===== config.mk =====
export PLATFORM = sky130hd
export DESIGN_NAME = crc_stream_flat
export DESIGN_NICKNAME = d
export VERILOG_FILES = /design/src/rtl/crc_pkg.sv /design/src/rtl/crc_stream_if.sv /design/src/rtl/crc_next.sv /design/src/rtl/crc_stream.sv /design/src/flat_wrapper.sv
export SDC_FILE = /design/constraint.sdc
export NUM_CORES = 1
export LEC_CHECK = 0
export ABC_AREA = 1
export CAP_MARGIN = 15
export CORE_UTILIZATION = 29
export DETAILED_ROUTE_END_ITERATION = 8
export SYNTH_ARGS = -nofsm -noshare
export SYNTH_HDL_FRONTEND = slang
export SYNTH_HIERARCHICAL = 1
export SYNTH_SLANG_ARGS = --single-unit
export TNS_END_PERCENT = 20

===== constraint.sdc =====
create_clock -name clk -period 1.2 [get_ports clk]
set_input_delay 0.36 -clock clk [delete_from_list [all_inputs] [get_ports clk]]
set_output_delay 0.36 -clock clk [all_outputs]
set_load 0.02 [all_outputs]

===== src/rtl/crc_pkg.sv =====
// Shared constants for the streaming CRC engine: common generator polynomials
// (x^CRC_W term implied) and an elaboration-time parameter legality check.
package crc_pkg;

    localparam logic [4:0]  CRC5_USB    = 5'h05;
    localparam logic [7:0]  CRC8        = 8'h07;
    localparam logic [15:0] CRC16_CCITT = 16'h1021;
    localparam logic [31:0] CRC32       = 32'h04C11DB7;

    function automatic bit crc_params_ok(input int data_w, input int crc_w);
        return (data_w >= 1) && (data_w <= 64) && (crc_w >= 2) && (crc_w <= 32);
    endfunction

endpackage


===== src/rtl/crc_stream_if.sv =====
// Beat-in / checksum-out stream bundle for crc_stream; the slave modport is the
// engine side, the master modport is the producer/consumer side.
interface crc_stream_if #(
    parameter int DATA_W = 4,
    parameter int CRC_W  = 5
);

    logic              in_valid;
    logic              in_ready;
    logic [DATA_W-1:0] in_data;
    logic              in_first;
    logic              in_last;
    logic              out_valid;
    logic              out_ready;
    logic [CRC_W-1:0]  out_crc;

    modport master (
        output in_valid, in_data, in_first, in_last, out_ready,
        input  in_ready, out_valid, out_crc
    );

    modport slave (
        input  in_valid, in_data, in_first, in_last, out_ready,
        output in_ready, out_valid, out_crc
    );

endinterface


===== src/rtl/crc_next.sv =====
// Combinational fold of one DATA_W-bit beat into a CRC_W-bit state, MSB first.
// With the default parameters and a zero seed this is the legacy 4/5-bit generator.
module crc_next #(
    parameter int               DATA_W = 4,
    parameter int               CRC_W  = 5,
    parameter logic [CRC_W-1:0] POLY   = CRC_W'(5'h05)
) (
    input  logic [CRC_W-1:0]  crc_in,
    input  logic [DATA_W-1:0] data,
    output logic [CRC_W-1:0]  crc_out
);

    logic [CRC_W-1:0] crc_v;
    logic             fb;

    always_comb begin
        crc_v = crc_in;
        fb    = 1'b0;
        for (int i = DATA_W - 1; i >= 0; i--) begin
            fb    = crc_v[CRC_W-1] ^ data[i];
            crc_v = {crc_v[CRC_W-2:0], 1'b0} ^ (fb ? POLY : '0);
        end
        crc_out = crc_v;
    end

endmodule


===== src/rtl/crc_stream.sv =====
// Streaming CRC engine: accumulates multi-beat messages and presents each final
// checksum on a registered output held until the consumer takes it.
module crc_stream
    import crc_pkg::*;
#(
    parameter int               DATA_W  = 4,
    parameter int               CRC_W   = 5,
    parameter logic [CRC_W-1:0] POLY    = CRC_W'(CRC5_USB),
    parameter logic [CRC_W-1:0] INIT    = '0,
    parameter logic [CRC_W-1:0] XOR_OUT = '0
) (
    input logic         clk,
    input logic         rst_n,
    crc_stream_if.slave s
);

    if (!crc_params_ok(DATA_W, CRC_W)) begin : g_bad_params
        $error("crc_stream: DATA_W must be 1..64 and CRC_W 2..32");
    end

    logic [CRC_W-1:0] crc_q, crc_d;
    logic [CRC_W-1:0] out_crc_q, out_crc_d;
    logic             out_valid_q, out_valid_d;
    logic [CRC_W-1:0] seed;
    logic [CRC_W-1:0] folded;
    logic             accept;

    // A result slot frees up in the same cycle the consumer takes it.
    assign s.in_ready  = !out_valid_q || s.out_ready;
    assign accept      = s.in_valid && s.in_ready;
    assign s.out_valid = out_valid_q;
    assign s.out_crc   = out_crc_q;

    // in_first discards whatever message was open and reseeds.
    assign seed = s.in_first ? INIT : crc_q;

    crc_next #(
        .DATA_W (DATA_W),
        .CRC_W  (CRC_W),
        .POLY   (POLY)
    ) u_fold (
        .crc_in  (seed),
        .data    (s.in_data),
        .crc_out (folded)
    );

    always_comb begin
        crc_d       = crc_q;
        out_crc_d   = out_crc_q;
        out_valid_d = out_valid_q;
        if (out_valid_q && s.out_ready) begin
            out_valid_d = 1'b0;
        end
        // A last beat accepted on the pop edge keeps out_valid high with the new value.
        if (accept) begin
            if (s.in_last) begin
                out_crc_d   = folded ^ XOR_OUT;
                out_valid_d = 1'b1;
                crc_d       = INIT;
            end else begin
                crc_d = folded;
            end
        end
    end

    always_ff @(posedge clk or negedge rst_n) begin
        if (!rst_n) begin
            crc_q       <= INIT;
            out_crc_q   <= '0;
            out_valid_q <= 1'b0;
        end else begin
            crc_q       <= crc_d;
            out_crc_q   <= out_crc_d;
            out_valid_q <= out_valid_d;
        end
    end

endmodule


===== src/flat_wrapper.sv =====
// flat-port wrapper written by rule: the top's interface ports become plain ports
module crc_stream_flat import crc_pkg::*;
#(
    parameter int               DATA_W  = 4,
    parameter int               CRC_W   = 5,
    parameter logic [CRC_W-1:0] POLY    = CRC_W'(CRC5_USB),
    parameter logic [CRC_W-1:0] INIT    = '0,
    parameter logic [CRC_W-1:0] XOR_OUT = '0
)
  (clk, rst_n, s_in_valid, s_in_data, s_in_first, s_in_last, s_out_ready, s_in_ready, s_out_valid, s_out_crc);
  crc_stream_if #(.DATA_W(DATA_W), .CRC_W(CRC_W)) s_i ();
  input logic clk;
  input logic rst_n;
  input wire logic [$bits(s_i.in_valid)-1:0] s_in_valid;
  input wire logic [$bits(s_i.in_data)-1:0] s_in_data;
  input wire logic [$bits(s_i.in_first)-1:0] s_in_first;
  input wire logic [$bits(s_i.in_last)-1:0] s_in_last;
  input wire logic [$bits(s_i.out_ready)-1:0] s_out_ready;
  output wire logic [$bits(s_i.in_ready)-1:0] s_in_ready;
  output wire logic [$bits(s_i.out_valid)-1:0] s_out_valid;
  output wire logic [$bits(s_i.out_crc)-1:0] s_out_crc;
  assign s_i.in_valid = s_in_valid;
  assign s_i.in_data = s_in_data;
  assign s_i.in_first = s_in_first;
  assign s_i.in_last = s_in_last;
  assign s_i.out_ready = s_out_ready;
  assign s_in_ready = s_i.in_ready;
  assign s_out_valid = s_i.out_valid;
  assign s_out_crc = s_i.out_crc;
  crc_stream #(.DATA_W(DATA_W), .CRC_W(CRC_W), .POLY(POLY), .INIT(INIT), .XOR_OUT(XOR_OUT)) u_core (.clk(clk), .rst_n(rst_n), .s(s_i));
endmodule

==> impl.org <==
** Status
- Run status :: complete, but fails checks
- Violations in the final reports :: setup timing

** Synthesis
- Number of storage elements in the synthesis netlist :: 11
- Portion of the post-synthesis area used by sequential elements :: 43.3%
- Post-Syn Nets :: 94
- After synthesis, the mean cell area works out to 7.57 µm².
- Yosys mapped the design onto 15 distinct sky130hd cell types.
- Post-synth design cell area :: 636 µm²
- The Yosys step of the flow raised 6 warnings.
- Synthesis produced 84 cells.

** Drt
- Dividing the detail-routed wire length by the instance count gives 9.03 µm.
- In the routed design, unresolved DRC markers number 0.
- The first detailed-routing pass ran for 4 iterations.
- The detailed router placed 585 vias in this run.
- Via count normalized by instance count :: 4.30
- Once detail routing completed, the nets flagged for antenna violations numbered 0.
- Routed wire length :: 1230 µm
- DRT iter0 DRCs :: 8

** Die
- In this run the core area contains 16 standard-cell rows.
- The floorplan step defined a core boundary enclosing 2000 µm².
- The initial utilization of the core area, before any placement, comes to 31.8%.
- I/O Pins :: 17
- Die extent in x :: 48.8 µm
- The die is 48.8 µm tall.
- Die footprint :: 2380 µm²

** Global routing
- Met1 usage :: 14.3%
- Met2 usage in global routing :: 22.5%
- Via count of the first global-routing pass :: 547
- After global routing the overflow that remains totals 0.
- Most crowded layer after global routing :: met2
- The number of antenna violations at the first check in global routing is 0.
- The first global-routing pass estimated 2300 µm of wire.
- Total track usage :: 12.4%
- Largest net degree at the start of global routing :: 12
- For met3 alone, demand over resource in global routing was 3.74%.

** Clock network
- Clock transition at path regs :: 60 ps
- The tree is rooted in a sky130_fd_sc_hd__clkbuf_4.
- Clock tree from TritonCTS :: built
- The clock passes through at most 2 buffers.
- Sinks on the clock net :: 11
- Count of H-tree levels built during CTS :: 1
- Buffers inserted to repair hold after CTS numbered 0.
- Clock network latency to the later pin of the worst-skew pair :: 260 ps
- Counting the buffers created by CTS gives 3.

** Timing
- Dividing the final minimum period by the clock period gives 104%.
- Worst Slack Setup Final :: -44.5 ps
- Final Setup Violations :: 5
- After layout, the minimum clock period comes to 1240 ps.
- Final hold slack :: 395 ps
- Worst Max-Slew Pin Slew :: 216 ps
- FMAX :: 804 MHz
- Number of max-slew violations in the final report :: 0
- Final count of hold timing violations :: 0
- Clock skew on the completed layout was measured at 1.44 ps.
- Setup repair after global routing missed its margin :: true
- Measured against its own limit, the worst slew margin works out to 85.5%.

** Critical path
- By instance count, the cell type seen most on the critical path is sky130_fd_sc_hd__nand2_1.
- The worst setup path is captured at a flop.
- Among all stages on the critical path, the largest delay is contributed by sky130_fd_sc_hd__dfrtp_1.
- Counting cells, the worst reg-to-reg path comes to 10.
- Across all register-to-register paths, the minimum setup slack is -40 ps.
- Data on the critical path is required at its endpoint by 1350 ps.
- Critical path buffer and inverter count :: 3
- STA puts the critical path data arrival time at 1390 ps.
- Launch point of the worst path :: u_core/crc_q[1]
- The startpoint identified for the worst register-to-register timing path is u_core/crc_q[1].
- Critical path startpoint category :: flop
- Highest cell delay on the worst timing path :: 350 ps
- In this run the worst path has a maximum fanout of 3.
- The worst setup path is of the reg -> reg kind.
- Among cell families on the critical path, the largest total delay comes from simple AND/OR/NAND/NOR gates.
- The endpoint identified for the worst register-to-register timing path is u_core/s.out_crc[0].
- Walking the worst path, the cells encountered are inv_1, nor2_4, inv_1, nand2_1, nand2_1, nand2_2, nand2_2, buf_4, nand4_1, nand2_1.

** Min path
- Worst min-delay path category :: in -> async

** Cells and area
- Area taken by multi-input logic gates :: 355 µm²
- The area growth from synthesis to layout is 43.5%.
- Area taken by flip-flops and latches :: 275 µm²
- Fraction of layout cells with a size suffix above 1 :: 34.9%
- Number of fill cells :: 213
- Final nets :: 120
- The number of antenna diodes in the final layout is 0.

** Placement
- IO buf count :: 16
- Once detailed placement completed, the half-perimeter wirelength came to 1020 µm.
- The congestion estimate from routability-driven global placement came to 0.734.
- Dpl ws :: -690 ps

** Pwr
- In this run the power density over the cells is 1260 nW/µm².
- Worst-case vdd ir drop :: 0.671 mV
- In this run the static leakage power is 0.483 nW.

** Job
- The tool flagged a number of max-cap violations equal to 0.
[logic make-up (layout without fill, tap and decap cells)]
kind of cell	after synthesis	in the layout	share of synthesized area, %
DFF	11	11	43.3
xor gates and xnor gates	5	5	8.07
and+or+nand+nor	49	49	35.6
AOI/OAI and AO/OA	5	5	3.94
buffers and inverters	14	39	9.05
[final cells by class]
cell class / count / area share [%]
clock buffers: 4 / 2.88
inverters: 12 / 4.94
multi-input cells: 59 / 39.0
flip-flops and latches: 11 / 30.2
well taps: 27 / 3.70
repair buffers: 23 / 19.3
[sequential cells by signal (all words and copies together), names as in the netlist]
signal              count
u_core/crc_q            5
u_core/s.out_crc        5
u_core/s.out_valid      1
[worst reg2reg max path: stages, from the launching register on]
cell and delay (ps):
sky130_fd_sc_hd__dfrtp_1 350, sky130_fd_sc_hd__inv_1 70, sky130_fd_sc_hd__nor2_4 150, sky130_fd_sc_hd__inv_1 50, sky130_fd_sc_hd__nand2_1 50, sky130_fd_sc_hd__nand2_1 60, sky130_fd_sc_hd__nand2_2 70, sky130_fd_sc_hd__nand2_2 60
sky130_fd_sc_hd__buf_4 130, sky130_fd_sc_hd__nand4_1 80, sky130_fd_sc_hd__nand2_1 50
[placed cells by master (no fill, tap or decap), types with 2 or more instances in the layout]
cell type	netlist	routed
sky130_fd_sc_hd__buf_2	1	6
sky130_fd_sc_hd__buf_4	1	7
sky130_fd_sc_hd__clkbuf_4	0	3
sky130_fd_sc_hd__clkdlybuf4s50_1	0	3
sky130_fd_sc_hd__dfrtp_1	11	11
sky130_fd_sc_hd__dlygate4sd2_1	0	4
sky130_fd_sc_hd__inv_1	12	11
sky130_fd_sc_hd__nand2_1	32	28
sky130_fd_sc_hd__nand2_2	3	7
sky130_fd_sc_hd__nand2_4	2	2
sky130_fd_sc_hd__nand4_1	5	5
sky130_fd_sc_hd__nor2_1	5	2
sky130_fd_sc_hd__nor2_2	0	2
sky130_fd_sc_hd__o21ai_1	5	3
sky130_fd_sc_hd__o21ai_2	0	2
sky130_fd_sc_hd__xnor2_2	0	2
sky130_fd_sc_hd__xor2_2	1	2
[synth_stat cells]
cell type                 instances  area (µm²)
sky130_fd_sc_hd__xnor2_1          3        26.3
sky130_fd_sc_hd__nand2_1         32         120
sky130_fd_sc_hd__nand2_2          3        18.8
sky130_fd_sc_hd__nand3_2          1        10.0
sky130_fd_sc_hd__o21ai_1          5        25.0
sky130_fd_sc_hd__buf_4            1        7.51
sky130_fd_sc_hd__buf_2            1        5.00
sky130_fd_sc_hd__xor2_1           1        8.76
sky130_fd_sc_hd__dfrtp_1         11         275
sky130_fd_sc_hd__nor2_1           5        18.8
sky130_fd_sc_hd__nand4_1          5        31.3
sky130_fd_sc_hd__nand2_4          2        22.5
sky130_fd_sc_hd__inv_1           12        45.0
sky130_fd_sc_hd__nand3_1          1        5.00
sky130_fd_sc_hd__xor2_2           1        16.3
[worst max-delay path by stage]
| stage | to | depth (start not counted) |
|---|---|---|
| 2_1_floorplan | u_core/s.out_crc[0] | 9 |
| 3_3_place_gp | s_in_ready | 4 |
| 3_5_place_dp | s_in_ready | 4 |
| 4_1_cts | u_core/s.out_crc[2] | 11 |
| 5_1_grt | u_core/crc_q[2] | 10 |
| 6_report | u_core/s.out_crc[0] | 10 |
[layer usage]
layer / share of wire [%] / vias to the layer above
met5: 0 / -
met4: 0 / 0
met3: 4.1 / 0
met2: 54 / 9
met1: 42 / 268
li1: - / 308
[stage by stage]
step           cells  util, %  power, mW  area [µm²]  TNS, ps
4_1_cts          135     44.4       1.15         888     -257
3_5_place_dp     131     43.1      0.929         862    -6700
6_report         136     45.6       1.15         912     -152
2_1_floorplan     84        -      0.732         636        0
5_1_grt          136     45.6       1.25         912     -900
3_3_place_gp     131     43.1      0.920         862    -6690
[report_power, final]
group	internal (mW)	total (mW)	switching, mW
logic	0.185	0.444	0.259
registers	0.442	0.474	0.0326
clock network	0.128	0.231	0.103
total	0.754	1.15	0.395
[what timing repair did]
action	CTS	global route
buffers inserted	0	1
endpoints found under the setup margin	17	15
pin swaps	11	16
resized for setup	43	9
hold endpoints to repair	0	0
Power figures use the tool's default switching activity.
